`config.mk`:
```
export PLATFORM = sky130hd
export DESIGN_NAME = bcd_operand_seq
export DESIGN_NICKNAME = d
export VERILOG_FILES = /design/src/rtl/bcd_pkg.sv /design/src/rtl/key_conditioner.sv /design/src/rtl/bcd_operand_seq.sv
export SDC_FILE = /design/constraint.sdc
export NUM_CORES = 1
export LEC_CHECK = 0
export CORE_MARGIN = 10
export CORE_UTILIZATION = 55
export DETAILED_ROUTE_END_ITERATION = 8
export DONT_BUFFER_PORTS = 1
export GPL_ROUTABILITY_DRIVEN = 1
export PLACE_DENSITY = 0.7
export SLEW_MARGIN = 30
export SYNTH_ARGS = -nofsm -noshare
export SYNTH_HDL_FRONTEND = slang
export SYNTH_HIERARCHICAL = 1
export SYNTH_SLANG_ARGS = --single-unit
```
`constraint.sdc`:
```
create_clock -name CLOCK_50 -period 4.3 [get_ports CLOCK_50]
set_clock_uncertainty 0.15 [all_clocks]
set_input_delay 0.215 -clock CLOCK_50 [delete_from_list [all_inputs] [get_ports CLOCK_50]]
set_output_delay 0.215 -clock CLOCK_50 [all_outputs]
set_load 0.01 [all_outputs]
```
`src/rtl/bcd_pkg.sv`:
```
// Shared types and helpers for the BCD operand sequencer.
//   state_e       : FSM state; its encoding is also the LED "stage" value
//   BCD_MAX_DIGIT : largest legal BCD digit
//   bcd2_valid    : 1 when both nibbles of a byte are legal BCD digits
//   bcd2_tencomp  : 2-digit BCD 10's complement, (100 - x) mod 100
package bcd_pkg;

  typedef enum logic [1:0] {
    S_A    = 2'd0,
    S_B    = 2'd1,
    S_PRES = 2'd2,
    S_ERR  = 2'd3
  } state_e;

  localparam logic [3:0] BCD_MAX_DIGIT = 4'd9;

  function automatic bit bcd2_valid(input logic [7:0] x);
    return (x[7:4] <= BCD_MAX_DIGIT) && (x[3:0] <= BCD_MAX_DIGIT);
  endfunction

  // 9's complement + 1 with decimal carry. A zero units digit carries into
  // the tens (10 - t); a nonzero one absorbs the +1 (10 - u, tens 9 - t).
  function automatic logic [7:0] bcd2_tencomp(input logic [7:0] x);
    logic [3:0] t;
    logic [3:0] u;
    t = x[7:4];
    u = x[3:0];
    if (u == 4'd0) return {((t == 4'd0) ? 4'd0 : (4'd10 - t)), 4'd0};
    else           return {(4'd9 - t), (4'd10 - u)};
  endfunction

endpackage

```
`src/rtl/key_conditioner.sv`:
```
// ENTER key conditioning: 2-flop synchroniser, optional debouncer, falling-edge
// detect. Produces a registered one-cycle pulse 3 cycles after the key edge
// (plus DEBOUNCE_CYCLES when the debouncer is built).
// Config macro: BCD_DEBOUNCE_EN adds the debouncer.
// Ports:
//   clk_i          system clock
//   rst_i          synchronous active-high reset
//   key_n_i        raw active-low key, asynchronous
//   enter_pulse_o  one-cycle press pulse
module key_conditioner #(
  parameter int unsigned DEBOUNCE_CYCLES = 500000
) (
  input  logic clk_i,
  input  logic rst_i,
  input  logic key_n_i,
  output logic enter_pulse_o
);

  logic sync1_q, sync2_q;
  logic level;
  logic prev_q, pulse_q;

  always_ff @(posedge clk_i) begin
    if (rst_i) begin
      sync1_q <= 1'b1;
      sync2_q <= 1'b1;
    end else begin
      sync1_q <= key_n_i;
      sync2_q <= sync1_q;
    end
  end

`ifdef BCD_DEBOUNCE_EN
  localparam int unsigned CW = $clog2(DEBOUNCE_CYCLES + 1);
  localparam logic [CW-1:0] CNT_LAST = CW'(DEBOUNCE_CYCLES - 1);

  logic          level_q;
  logic [CW-1:0] cnt_q;

  // Any sample equal to the accepted level restarts the stability count.
  always_ff @(posedge clk_i) begin
    if (rst_i) begin
      level_q <= 1'b1;
      cnt_q   <= '0;
    end else if (sync2_q == level_q) begin
      cnt_q <= '0;
    end else if (cnt_q == CNT_LAST) begin
      level_q <= sync2_q;
      cnt_q   <= '0;
    end else begin
      cnt_q <= cnt_q + 1'b1;
    end
  end

  assign level = level_q;
`else
  logic unused_debounce;
  assign unused_debounce = (DEBOUNCE_CYCLES == 0);
  assign level = sync2_q;
`endif

  always_ff @(posedge clk_i) begin
    if (rst_i) begin
      prev_q  <= 1'b1;
      pulse_q <= 1'b0;
    end else begin
      prev_q  <= level;
      pulse_q <= prev_q & ~level;
    end
  end

  assign enter_pulse_o = pulse_q;

endmodule

```
`src/rtl/bcd_operand_seq.sv`:
```
// Operand sequencer for the 2-digit BCD calculator. Latches left then right
// operand from SW_DIGITS on ENTER presses, validates BCD, 10's-complements the
// right operand in subtract mode, and offers the pair over valid/ready.
// Config macro: BCD_DEBOUNCE_EN (debouncer in the key path).
// Ports:
//   CLOCK_50, RESET      clock, synchronous active-high reset
//   KEY_ENTER_N          raw ENTER key, active-low
//   SW_DIGITS, SW_SUB    operand entry and add/subtract select
//   out_left/right/sub   operand pair, out_valid/out_ready handshake
//   bcd_err              last entry was not valid BCD
//   stage                FSM state for LEDs
module bcd_operand_seq
  import bcd_pkg::*;
#(
  parameter int unsigned DEBOUNCE_CYCLES = 500000
) (
  input  logic       CLOCK_50,
  input  logic       RESET,
  input  logic       KEY_ENTER_N,
  input  logic [7:0] SW_DIGITS,
  input  logic       SW_SUB,
  output logic [7:0] out_left,
  output logic [7:0] out_right,
  output logic       out_sub,
  output logic       out_valid,
  input  logic       out_ready,
  output logic       bcd_err,
  output logic [1:0] stage
);

  logic       enter_pulse;
  state_e     state_q;
  logic [7:0] left_q, right_q;
  logic       sub_q, valid_q, err_q;

  key_conditioner #(.DEBOUNCE_CYCLES(DEBOUNCE_CYCLES)) u_key (
    .clk_i        (CLOCK_50),
    .rst_i        (RESET),
    .key_n_i      (KEY_ENTER_N),
    .enter_pulse_o(enter_pulse)
  );

  always_ff @(posedge CLOCK_50) begin
    if (RESET) begin
      state_q <= S_A;
      left_q  <= 8'h00;
      right_q <= 8'h00;
      sub_q   <= 1'b0;
      valid_q <= 1'b0;
      err_q   <= 1'b0;
    end else begin
      case (state_q)
        S_A: if (enter_pulse) begin
          if (bcd2_valid(SW_DIGITS)) begin
            left_q  <= SW_DIGITS;
            err_q   <= 1'b0;
            state_q <= S_B;
          end else begin
            err_q   <= 1'b1;
            state_q <= S_ERR;
          end
        end
        S_B: if (enter_pulse) begin
          if (bcd2_valid(SW_DIGITS)) begin
            sub_q   <= SW_SUB;
            right_q <= SW_SUB ? bcd2_tencomp(SW_DIGITS) : SW_DIGITS;
            valid_q <= 1'b1;
            err_q   <= 1'b0;
            state_q <= S_PRES;
          end else begin
            left_q  <= 8'h00;
            err_q   <= 1'b1;
            state_q <= S_ERR;
          end
        end
        // Presses here are ignored, including one coincident with the handshake.
        S_PRES: if (valid_q && out_ready) begin
          valid_q <= 1'b0;
          state_q <= S_A;
        end
        S_ERR: if (enter_pulse) begin
          err_q   <= 1'b0;
          state_q <= S_A;
        end
        default: state_q <= S_A;
      endcase
    end
  end

  assign out_left  = left_q;
  assign out_right = right_q;
  assign out_sub   = sub_q;
  assign out_valid = valid_q;
  assign bcd_err   = err_q;
  assign stage     = state_q;

endmodule

```
* Word-level counts from Yosys, hierarchy flattened
Index checks and enable logic that the tools add are counted.
** Cells by class
- Add/sub/neg operators :: 3
- $lt $le $gt $ge :: 2
- Equality and inequality tests :: 11
- Multiplexer cells :: 23
- Bitwise logic cells :: 2
- Reduce and logical (&&, ||, !) cells :: 14
** Operators with widths (count)
- $mux 8 :: 6
- $pmux 8 s2 :: 1
- $sub 4x4->4 const A :: 3
- $mux 2 :: 5
- $le 4x4->1 const B :: 2
- $logic_not 4->1 :: 2
- $ne 2x1->1 const B :: 4
- $ne 2x2->1 const B :: 4
- $pmux 2 s4 :: 1
- $reduce_and 4->1 :: 2
- $mux 1 :: 7
- $reduce_and 3->1 :: 2
- $reduce_bool 2->1 :: 3
- $reduce_and 5->1 :: 1
- $eq 2x2->1 const B :: 2
- $mux 4 :: 1
- $pmux 1 s2 :: 2
- $eq 2x1->1 const B :: 1
- $logic_and 1x1->1 :: 2
- $logic_not 2->1 :: 1
- $reduce_or 2->1 :: 1
- $and 1x1->1 :: 1
- $not 1->1 :: 1
** Storage, ports and cells
- Flip-flop bits (word level) :: 25
- Input bits :: 13
- Output and inout bits :: 21
- Word-level logic and storage cells :: 65

* Depth between registers and ports, before layout
Gate-level depths: netlist (run 1).
- Depth in word-level cells :: 5
- Gate-level depth with buffers :: 9
- Depth with buffers taken out :: 7

* By module
Netlist (run 1), hierarchy kept.
** Modules (own cells, without submodules)
- bcd_operand_seq :: times used 1, cells an instance 138, area an instance 1112.3 sq um, seq. area each 420.4 sq um
- key_conditioner :: times used 1, cells an instance 8, area an instance 106.4 sq um, seq. area each 80.1 sq um

* Least setup slack after synthesis (run 1)
No wires, ideal clock.
- Path kind :: input -> register
- Start point :: in SW_DIGITS[5]
- End point :: reg left_q[2], in the netlist out_left[2]
- Setup time :: 0.087 ns
- Arrival time :: 1.710 ns
- Data required time :: 4.063 ns
- Setup slack :: 2.353 ns
- Stages :: 8
- Buffers on the path :: 2
- Path through :: clkbuf_1 inv_1 ha_1 o2bb2ai_1 o21ai_1 clkbuf_1 a22oi_1 o31ai_1
** Between the ends
- Longest elaborated chain between the ends :: 4
- Elaborated cells between the ends (all ways) :: 5
- Classes of those cells :: order compare: 1; eq/ne: 2; reduce/logical: 2
** RTL lines
- from (decl) :: RTL line bcd_operand_seq.sv:20 : input logic [7:0] SW_DIGITS,
- $le 4x4->1 (*) :: RTL line bcd_pkg.sv:18 : return (x[7:4] <= BCD_MAX_DIGIT) && (x[3:0] <= BCD_MAX_DIGIT);
- $logic_and 1x1->1 (*) :: RTL line bcd_pkg.sv:18
- $ne 2x2->1 (no line)
- $reduce_and 5->1 (no line) (*)
- to (signal assigned) :: RTL line bcd_operand_seq.sv:46 : left_q <= 8'h00;
- to (signal assigned) :: RTL line bcd_operand_seq.sv:55 : left_q <= SW_DIGITS;
- to (signal assigned) :: RTL line bcd_operand_seq.sv:71 : left_q <= 8'h00;
- to (decl) :: RTL line bcd_operand_seq.sv:33 : logic [7:0] left_q, right_q;
Every way passes the cells marked *; elsewhere a longest branch is shown, timed or not.
A chain may end at the register's enable or synchronous reset.

* Worst setup path in the final report (run 1)
- Start point :: reg u_key.pulse_q, in the netlist u_key/enter_pulse_o
- End point :: reg right_q[1], in the netlist out_right[1]
** Between the ends
- Longest elaborated chain between the ends :: 1
** RTL lines
- from (decl) :: RTL line key_conditioner.sv:21 : logic prev_q, pulse_q;
- from (signal assigned) :: RTL line key_conditioner.sv:68 : pulse_q <= prev_q & ~level;
- $reduce_and 3->1 (no line)
- to (signal assigned) :: RTL line bcd_operand_seq.sv:66 : right_q <= SW_SUB ? bcd2_tencomp(SW_DIGITS) : SW_DIGITS;
- to (decl) :: RTL line bcd_operand_seq.sv:33
No other way between the ends.

==> results of run 1 <==
kinds of logic after synthesis:
group                    share of synthesized area
multiplexers                                0.0493
AO/OA/AOI/OAI                                0.190
buffers and inverters                       0.0647
adder cells (fa/ha/maj)                     0.0205
XOR/XNOR                                    0.0216
AND/OR/NAND/NOR                              0.243
flip-flops                                   0.411
metrics by stage:
step,setup WS [ps],cell area [um2],cells
2_1_floorplan,2350,1220,146
3_3_place_gp,2070,1190,161
3_5_place_dp,2030,1190,161
4_1_cts,2000,1330,176
5_1_grt,1820,1340,177
6_report,2060,1340,177
layout make-up:
class | instances | area (um2) | area share
flip-flops and latches | 25 | 500 | 0.373
well taps | 27 | 33.8 | 0.0252
multi-input cells | 104 | 643 | 0.479
inverters | 5 | 18.8 | 0.0140
repair buffers | 12 | 120 | 0.0895
clock buffers | 4 | 26.3 | 0.0196
worst register-to-register path, stage by stage (launching register included):
cell and delay (ps):
dfxtp_1 430, nor2b_1 260, nand2_1 130, nor2_4 350, nor2_1 90, a211oi_1 220
dlygate4sd3_1 580
cell usage in the layout, fill, tap and decap left out, types with 4 or more instances in the layout:
cell type and n:
dfxtp_1 25, nand3_1 15, nand2_1 14, nor2_1 13
dlygate4sd3_1 12, mux2i_1 6, a31oi_1 6, inv_1 5
a211oi_1 5, a21oi_1 5, a22oi_1 4, nand3b_1 4
metal layers:
metal,vias up,global-route usage,share of wire
met3,7,0.0669,0.11
met2,45,0.217,0.47
met5,-,0,0
met4,0,0.0513,0.013
met1,499,0.166,0.40
li1,526,-,-
worst paths after layout:
path,end,slack [ps],cells after the start
worst max-delay path,out_right[1],2060,6
worst min-delay path,out_left[2],8,2
worst min register to register,u_key/enter_pulse_o,270,1
worst max register to register,out_right[1],2060,6
sequential cells by signal, summed over array words and instances, names as in the netlist:
signal / flops
u_key/prev_q: 1
u_key/enter_pulse_o: 1
out_valid: 1
out_right: 8
bcd_err: 1
stage: 2
u_key/level: 1
u_key/sync1_q: 1
out_sub: 1
out_left: 8
cell usage after synthesis (all sizes together):
library cell and n:
a31oi 6, o211ai 2, a211oi 5, a22oi 4
inv 5, or2 3, a21oi 5, or4 1
nor3b 1, dfxtp 25, ha 2, mux2i 6
o311ai 1, nand2 14, nor2b 2, buf 2
and2 1, nor3 2, o41a 1, nor2 14
o31ai 2, nand2b 2, nand3b 4, o21ai 5
nand3 15, xor2 3, clkbuf 10, a32oi 2
o2bb2ai 1
power by group:
group          total [uW]  switching [uW]  internal [uW]
Clock                 103            66.6           36.3
Sequential            242            5.87            236
Combinational        41.4            22.0           19.5
==> flow_metrics.env, run 1 <==
export IMPL_status="finished clean"
export IMPL_totalWireLength_um=3040
export IMPL_core_um2=2040
export IMPL_clock_sinks=25
export IMPL_yosys_area_top_type="dfxtp_1"
export IMPL_tns_ps=0
export IMPL_crit_type="flop to flop"
export IMPL_antenna_left=0
export IMPL_end_kind="flop"
export IMPL_min_from="SW_DIGITS[2]"
export IMPL_fmax_ghz=0.446
export IMPL_slowest_delay_ps=580
export IMPL_clkTransAtPathRegs_ps=130
export IMPL_synth_seq_cells=25
export IMPL_crit_path_start_kind="flop"
export IMPL_syn_avg_cell_area_um2=8.35
export IMPL_max_slew_margin=0.432
export IMPL_cp_max_fo=15
export IMPL_cts_buffers=3
export IMPL_finalCoreUtilization=0.657
export IMPL_postCtsSetupRepairBufs=0
export IMPL_area_growth_pct=10.2
export IMPL_htree_levels=1
export IMPL_yosysTopAreaCellShare=0.411
export IMPL_hold_viol_final=0
export IMPL_r2r_start="u_key/enter_pulse_o"
export IMPL_syn_inst=146
export IMPL_crit_start="u_key/enter_pulse_o"
export IMPL_port_buffers=0
export IMPL_start_util=0.597
export IMPL_holdBufCountCts=11
export IMPL_first_global_vias=1000
export IMPL_first_iter_violations=72
export IMPL_overflow=0
export IMPL_grt_max_degree=28
export IMPL_antenna_cells=0
export IMPL_required_ps=4420
export IMPL_rsz0062_at_grt="false"
export IMPL_cp_num_buf_inv=1
export IMPL_num_rows=16
export IMPL_viasPerCell=6.08
export IMPL_vias=1077
export IMPL_cts_resized=0
export IMPL_clock_path_buffers=2
export IMPL_synth_nets=161
export IMPL_yosysWarnings=6
export IMPL_cap_viol_max_count=0
export IMPL_period_needed_ps=2240
export IMPL_drt_pass1_iterations=4
export IMPL_p_total_uw=386
export IMPL_powerDensity_nw_per_um2=288
export IMPL_ios=34
export IMPL_whs_ps=7.86
export IMPL_drc=0
export IMPL_ir_drop_v=0.000167
export IMPL_crit_slowest_cell="dlygate4sd3_1"
export IMPL_dp_hpwl_um=2110
export IMPL_fillers=193
export IMPL_die_h_um=67.1
export IMPL_gp_congestion=0.816
export IMPL_crit_arrival_ps=2360
export IMPL_synth_area_leaders="dfxtp_1 41%, nand3_1 6.2%, mux2i_1 4.9%"
export IMPL_maxSlewViolCount=0
export IMPL_worstMarginPinSlew_ps=849
export IMPL_grt_first_pass_wirelength_um=4950
export IMPL_layout_nets=166
export IMPL_cts_root_buf="clkbuf_4"
export IMPL_min_period_over_period=0.521
export IMPL_ys_seq_area_frac=0.411
export IMPL_ys_types=31
export IMPL_antenna_found_initial=0
export IMPL_path_cells="nor2b_1 -> nand2_1 -> nor2_4 -> nor2_1 -> a211oi_1 -> dlygate4sd3_1"
export IMPL_cts_tree="yes"
export IMPL_drive_gt1_frac=0.0400
export IMPL_cp_top_family="simple AND/OR/NAND/NOR gates"
export IMPL_dieArea_um2=4500
export IMPL_die_x_um=67.1
export IMPL_netlist_area_um2=1220
export IMPL_wl_per_cell_um=17.2
export IMPL_leakage_uw=0.000443
export IMPL_setup_violations_final=0
export IMPL_insertion_delay_ps=310
export IMPL_grt_usage=0.141
export IMPL_hold_class="input pin to flop"
No activity file was read; power rests on OpenSTA's default activity.
==> inputs of run 2 (changes only) <==
Settings changed: ABC_AREA set to 1.
Clock period 4.3 ns to 2.3 ns, I/O delays scaled along.
==> flow_metrics.env, run 2 <==
export IMPL_status="finished clean"
export IMPL_yosysWarnings=6
export IMPL_port_buffers=0
export IMPL_synth_seq_cells=25
export IMPL_p_sw_frac=0.267
export IMPL_worst_slack_ps=95.2
export IMPL_dp_hpwl_um=2180
export IMPL_p_int_uw=558
export IMPL_cts_tree="yes"
export IMPL_fillers=183
export IMPL_period_needed_ps=2200
export IMPL_die_x_um=68.3
export IMPL_antenna_left=0
export IMPL_antenna_cells=0
export IMPL_cap_viol_max_count=0
export IMPL_viasPerCell=5.30
export IMPL_required_ps=2370
export IMPL_multi_input_area_um2=702
export IMPL_clkTransAtPathRegs_ps=140
export IMPL_core_um2=2210
export IMPL_rsz0062_at_grt="false"
export IMPL_netlist_area_um2=1280
export IMPL_crit_type="input pin to flop"
export IMPL_clock_path_buffers=2
export IMPL_crit_path_start_kind="input pin"
export IMPL_ir_drop_v=0.000370
export IMPL_register_area_um2=503
export IMPL_min_period_over_period=0.959
export IMPL_overflow=0
export IMPL_synth_edff_count=0
export IMPL_wl_per_cell_um=13.6
export IMPL_grt_max_degree=15
export IMPL_dieArea_um2=4660
export IMPL_synthArstFlopShare=0
export IMPL_insertion_delay_ps=320
export IMPL_antenna_found_initial=0
export IMPL_cts_root_buf="clkbuf_4"
export IMPL_clock_sinks=25
export IMPL_start_util=0.579
export IMPL_whs_ps=26.0
export IMPL_leakage_uw=0.000674
export IMPL_p_clk_frac=0.261
export IMPL_ys_types=25
export IMPL_postCtsSetupRepairBufs=0
export IMPL_pre_cts_ws_ps=595
export IMPL_p_seq_frac=0.595
export IMPL_vias=1267
export IMPL_layout_nets=227
export IMPL_drc=0
export IMPL_fmax_ghz=0.454
export IMPL_ys_seq_area_frac=0.391
export IMPL_final_cell_mix="49 x nand2_1, 32 x nor2_1, 23 x dfxtp_1"
export IMPL_ios=34
export IMPL_synth_top_flop_cell="dfxtp_1"
export IMPL_synth_nets=206
export IMPL_synth_common_cells="49 x nand2_1, 33 x nor2_1, 25 x dfxtp_1"
export IMPL_num_rows=17
export IMPL_cp_max_fo=4
export IMPL_yosys_area_top_type="dfxtp_1"
export IMPL_drt_pass1_iterations=4
export IMPL_p_comb_frac=0.144
export IMPL_switching_power_uw=203
export IMPL_htree_levels=1
export IMPL_yosysMostFrequentCell="nand2_1"
export IMPL_first_global_vias=1171
export IMPL_hold_class="input pin to flop"
export IMPL_die_h_um=68.3
export IMPL_area_growth_pct=20.6
export IMPL_synth_area_leaders="dfxtp_1 39%, nand2_1 14%, nor2_1 9.7%"
export IMPL_hold_viol_final=0
export IMPL_powerDensity_nw_per_um2=493
export IMPL_worstMarginPinSlew_ps=396
export IMPL_syn_inst=191
export IMPL_setup_violations_final=0
export IMPL_crit_arrival_ps=2280
export IMPL_tns_ps=0
export IMPL_grt_usage=0.151
export IMPL_cts_buffers=3
export IMPL_first_iter_violations=53
export IMPL_maxSlewViolCount=0
export IMPL_syn_avg_cell_area_um2=6.71
export IMPL_grt_first_pass_wirelength_um=5540
export IMPL_gp_congestion=0.770
export IMPL_yosysTopAreaCellShare=0.391
export IMPL_end_kind="flop"
export IMPL_drive_gt1_frac=0.104
export IMPL_totalWireLength_um=3250
export IMPL_max_slew_margin=0.736
export IMPL_final_common_cell="nand2_1"
==> run 2: cell type report <==
type                       instances  area share
timing repair buffer              21       0.138
tap                               28      0.0227
multi-input combinational        144       0.454
clock buffer                       4      0.0170
inverter                          17      0.0429
sequential                        25       0.326
==> run 2: path summary, 6_finish.rpt <==
check,start,endpoint,slack [ps],cells after the start
setup reg to reg,stage[1],out_right[3],160,9
setup / recovery,SW_DIGITS[3],out_right[3],100,7
hold reg to reg,u_key/sync1_q,u_key/level,270,1
hold / removal,SW_DIGITS[5],out_right[5],30,6
==> run 2: cells by family (layout without fill, tap and decap cells) <==
family                   after synthesis  after routing  synth area share
flip-flops                            25             25             0.391
AND/OR/NAND/NOR                      115            115             0.401
XOR/XNOR                               1              1           0.00684
adder cells (fa/ha/maj)                2              2            0.0195
buffers and inverters                 22             42            0.0723
AO/OA/AOI/OAI                         26             26             0.109
==> run 2: what timing repair did <==
action,in CTS,in global routing
gates resized for setup,0,9
endpoints found under the setup margin,0,4
endpoints found under the hold margin,25,0
hold buffers,21,0
==> run 2: metrics by stage <==
step / total power (uW) / util / instances / instance area [um2]
2_1_floorplan: 531 / - / 191 / 1280
3_3_place_gp: 534 / 0.582 / 214 / 1290
3_5_place_dp: 537 / 0.582 / 214 / 1290
4_1_cts: 762 / 0.689 / 239 / 1520
5_1_grt: 803 / 0.699 / 239 / 1550
6_report: 761 / 0.699 / 239 / 1550
==> run 2: critical path, stage by stage <==
cell and delay [ps]:
dlygate4sd3_1 620, a31oi_1 170, dlygate4sd3_1 590, o21ai_2 50
dlygate4sd3_1 560, o21ai_0 80, nor2_1 70
==> run 2: power groups by stage <==
stage,Clock (uW),Combinational [uW],Sequential (uW)
2_1_floorplan,0,70.6,460
3_3_place_gp,0,71.9,462
3_5_place_dp,0,73.9,463
4_1_cts,203,106,453
5_1_grt,223,124,455
6_report,199,110,453
==> run 2: layer usage <==
| metal | track usage | vias up | routed length [um] |
|---|---|---|---|
| met1 | 0.177 | 571 | 1320 |
| met4 | 0.0553 | 0 | 59 |
| met5 | 0 | - | 0 |
| li1 | - | 655 | - |
| met3 | 0.0701 | 7 | 341 |
| met2 | 0.235 | 34 | 1520 |
==> inputs of run 3 (changes only) <==
Settings changed: CORE_MARGIN 10 to 4, PLACE_DENSITY 0.7 to 0.73.
Clock period 2.3 ns to 1.9 ns, I/O delays scaled along.
==> flow_metrics.env, run 3 (synthesized netlist as in run 2, its figures left out) <==
export IMPL_status="finished clean"
export IMPL_gp_congestion=0.771
export IMPL_layout_nets=222
export IMPL_insertion_delay_ps=310
export IMPL_grt_first_pass_wirelength_um=4590
export IMPL_grt_util_met2=0.289
export IMPL_die_x_um=56.3
export IMPL_worst_slack_ps=68.1
export IMPL_final_common_cell="nand2_1"
export IMPL_r2r_start="stage[0]"
export IMPL_crit_type="input pin to flop"
export IMPL_setup_violations_final=0
export IMPL_clock_path_buffers=2
export IMPL_drc=0
export IMPL_period_needed_ps=1830
export IMPL_clkTransAtPathRegs_ps=140
export IMPL_first_iter_violations=53
export IMPL_pre_cts_ws_ps=209
export IMPL_vias=1229
export IMPL_required_ps=1970
export IMPL_grt_busiest_layer="met2"
export IMPL_area_growth_pct=16.8
export IMPL_cp_num_buf_inv=3
export IMPL_htree_levels=1
export IMPL_core_um2=2210
export IMPL_first_global_vias=1041
export IMPL_path_cells="dlygate4sd3_1 -> inv_1 -> ha_2 -> nand2_2 -> nand3_4 -> nand2_4 -> nand3_1 -> a21oi_1 -> dlygate4sd3_1"
export IMPL_cp_top_family="buffers and inverters"
export IMPL_cts_root_buf="clkbuf_4"
export IMPL_hold_viol_final=0
export IMPL_antenna_found_initial=0
export IMPL_cp_max_fo=6
export IMPL_ir_drop_v=0.000413
export IMPL_viasPerCell=5.25
export IMPL_crit_slowest_cell="dlygate4sd3_1"
export IMPL_hold_class="input pin to flop"
export IMPL_die_h_um=56.3
export IMPL_crit_start="SW_DIGITS[5]"
export IMPL_maxSlewViolCount=0
export IMPL_start_util=0.579
export IMPL_cts_tree="yes"
export IMPL_min_from="SW_DIGITS[5]"
export IMPL_grt_max_degree=16
export IMPL_dp_hpwl_um=1990
export IMPL_antenna_cells=0
export IMPL_crit_path_start_kind="input pin"
export IMPL_final_cell_mix="48 x nand2_1, 33 x nor2_1, 24 x dfxtp_1"
export IMPL_end_kind="flop"
export IMPL_wl_per_cell_um=12.5
export IMPL_port_buffers=0
export IMPL_num_rows=17
export IMPL_antenna_left=0
export IMPL_overflow=0
export IMPL_leakage_uw=0.000658
export IMPL_fmax_ghz=0.546
export IMPL_crit_arrival_ps=1900
export IMPL_totalWireLength_um=2920
export IMPL_use_met3=0.0552
export IMPL_powerDensity_nw_per_um2=615
export IMPL_ios=34
export IMPL_slowest_delay_ps=560
export IMPL_cap_viol_max_count=0
export IMPL_grt_usage=0.175
export IMPL_dieArea_um2=3170
export IMPL_postCtsSetupRepairBufs=0
export IMPL_cts_buffers=3
export IMPL_max_slew_margin=0.726
export IMPL_drive_gt1_frac=0.102
export IMPL_drt_pass1_iterations=4
export IMPL_tns_ps=0
export IMPL_cpMostUsedCell="dlygate4sd3_1"
export IMPL_min_period_over_period=0.964
export IMPL_rsz0062_at_grt="false"
export IMPL_clock_sinks=25
export IMPL_worstMarginPinSlew_ps=410
export IMPL_met1_usage=0.227
## run 3: repair_timing
action | in CTS | in global routing
hold endpoints to repair | 25 | 1
endpoints found under the setup margin | 0 | 2
hold buffers | 14 | 2
resized for setup | 0 | 5
## run 3: tightest hold or removal path, stage by stage
cell     delay, ps
nand2_1         50
nand2_1         60
nand2_1         40
o21ai_0         70
nor2_1          50
nor2_1          80
## run 3: metal layers
layer  routed length (um)  share of wire
met5                    0              0
met4                   17         0.0058
met3                  243          0.083
met2                 1400           0.48
met1                 1260           0.43
## run 3: where the power goes
group          switching (uW)  internal, uW  leakage [uW]
registers                12.4           536      0.000203
clock network             158          80.1     0.0000139
logic                    78.1          55.7      0.000441
## run 3: cell type report
class                      instances  area, um2
clock buffer                       3       22.5
clock inverter                     1       7.51
fill                             219        716
inverter                          17       63.8
multi-input combinational        144        706
sequential                        25        502
tap                               28       35.0
timing repair buffer              16        160
## run 3: worst paths after layout
path / to / slack (ps) / depth (start not counted)
min reg2reg: u_key/level / 280 / 1
max reg2reg: out_right[3] / 170 / 7
min: out_right[5] / 10 / 6
max: bcd_err / 70 / 9
## run 3: metrics by stage
| step | util | area (um2) | instances | total power, uW | hold WS, ps |
|---|---|---|---|---|---|
| finish | 0.676 | 1500 | 234 | 920 | 9.54 |
| detailed placement | 0.582 | 1290 | 214 | 649 | 17.5 |
| global placement | 0.582 | 1290 | 214 | 646 | 16.2 |
| CTS | 0.659 | 1460 | 232 | 918 | 0.148 |
| floorplan | - | 1280 | 191 | 643 | 16.5 |
| global route | 0.676 | 1500 | 234 | 972 | 58.3 |
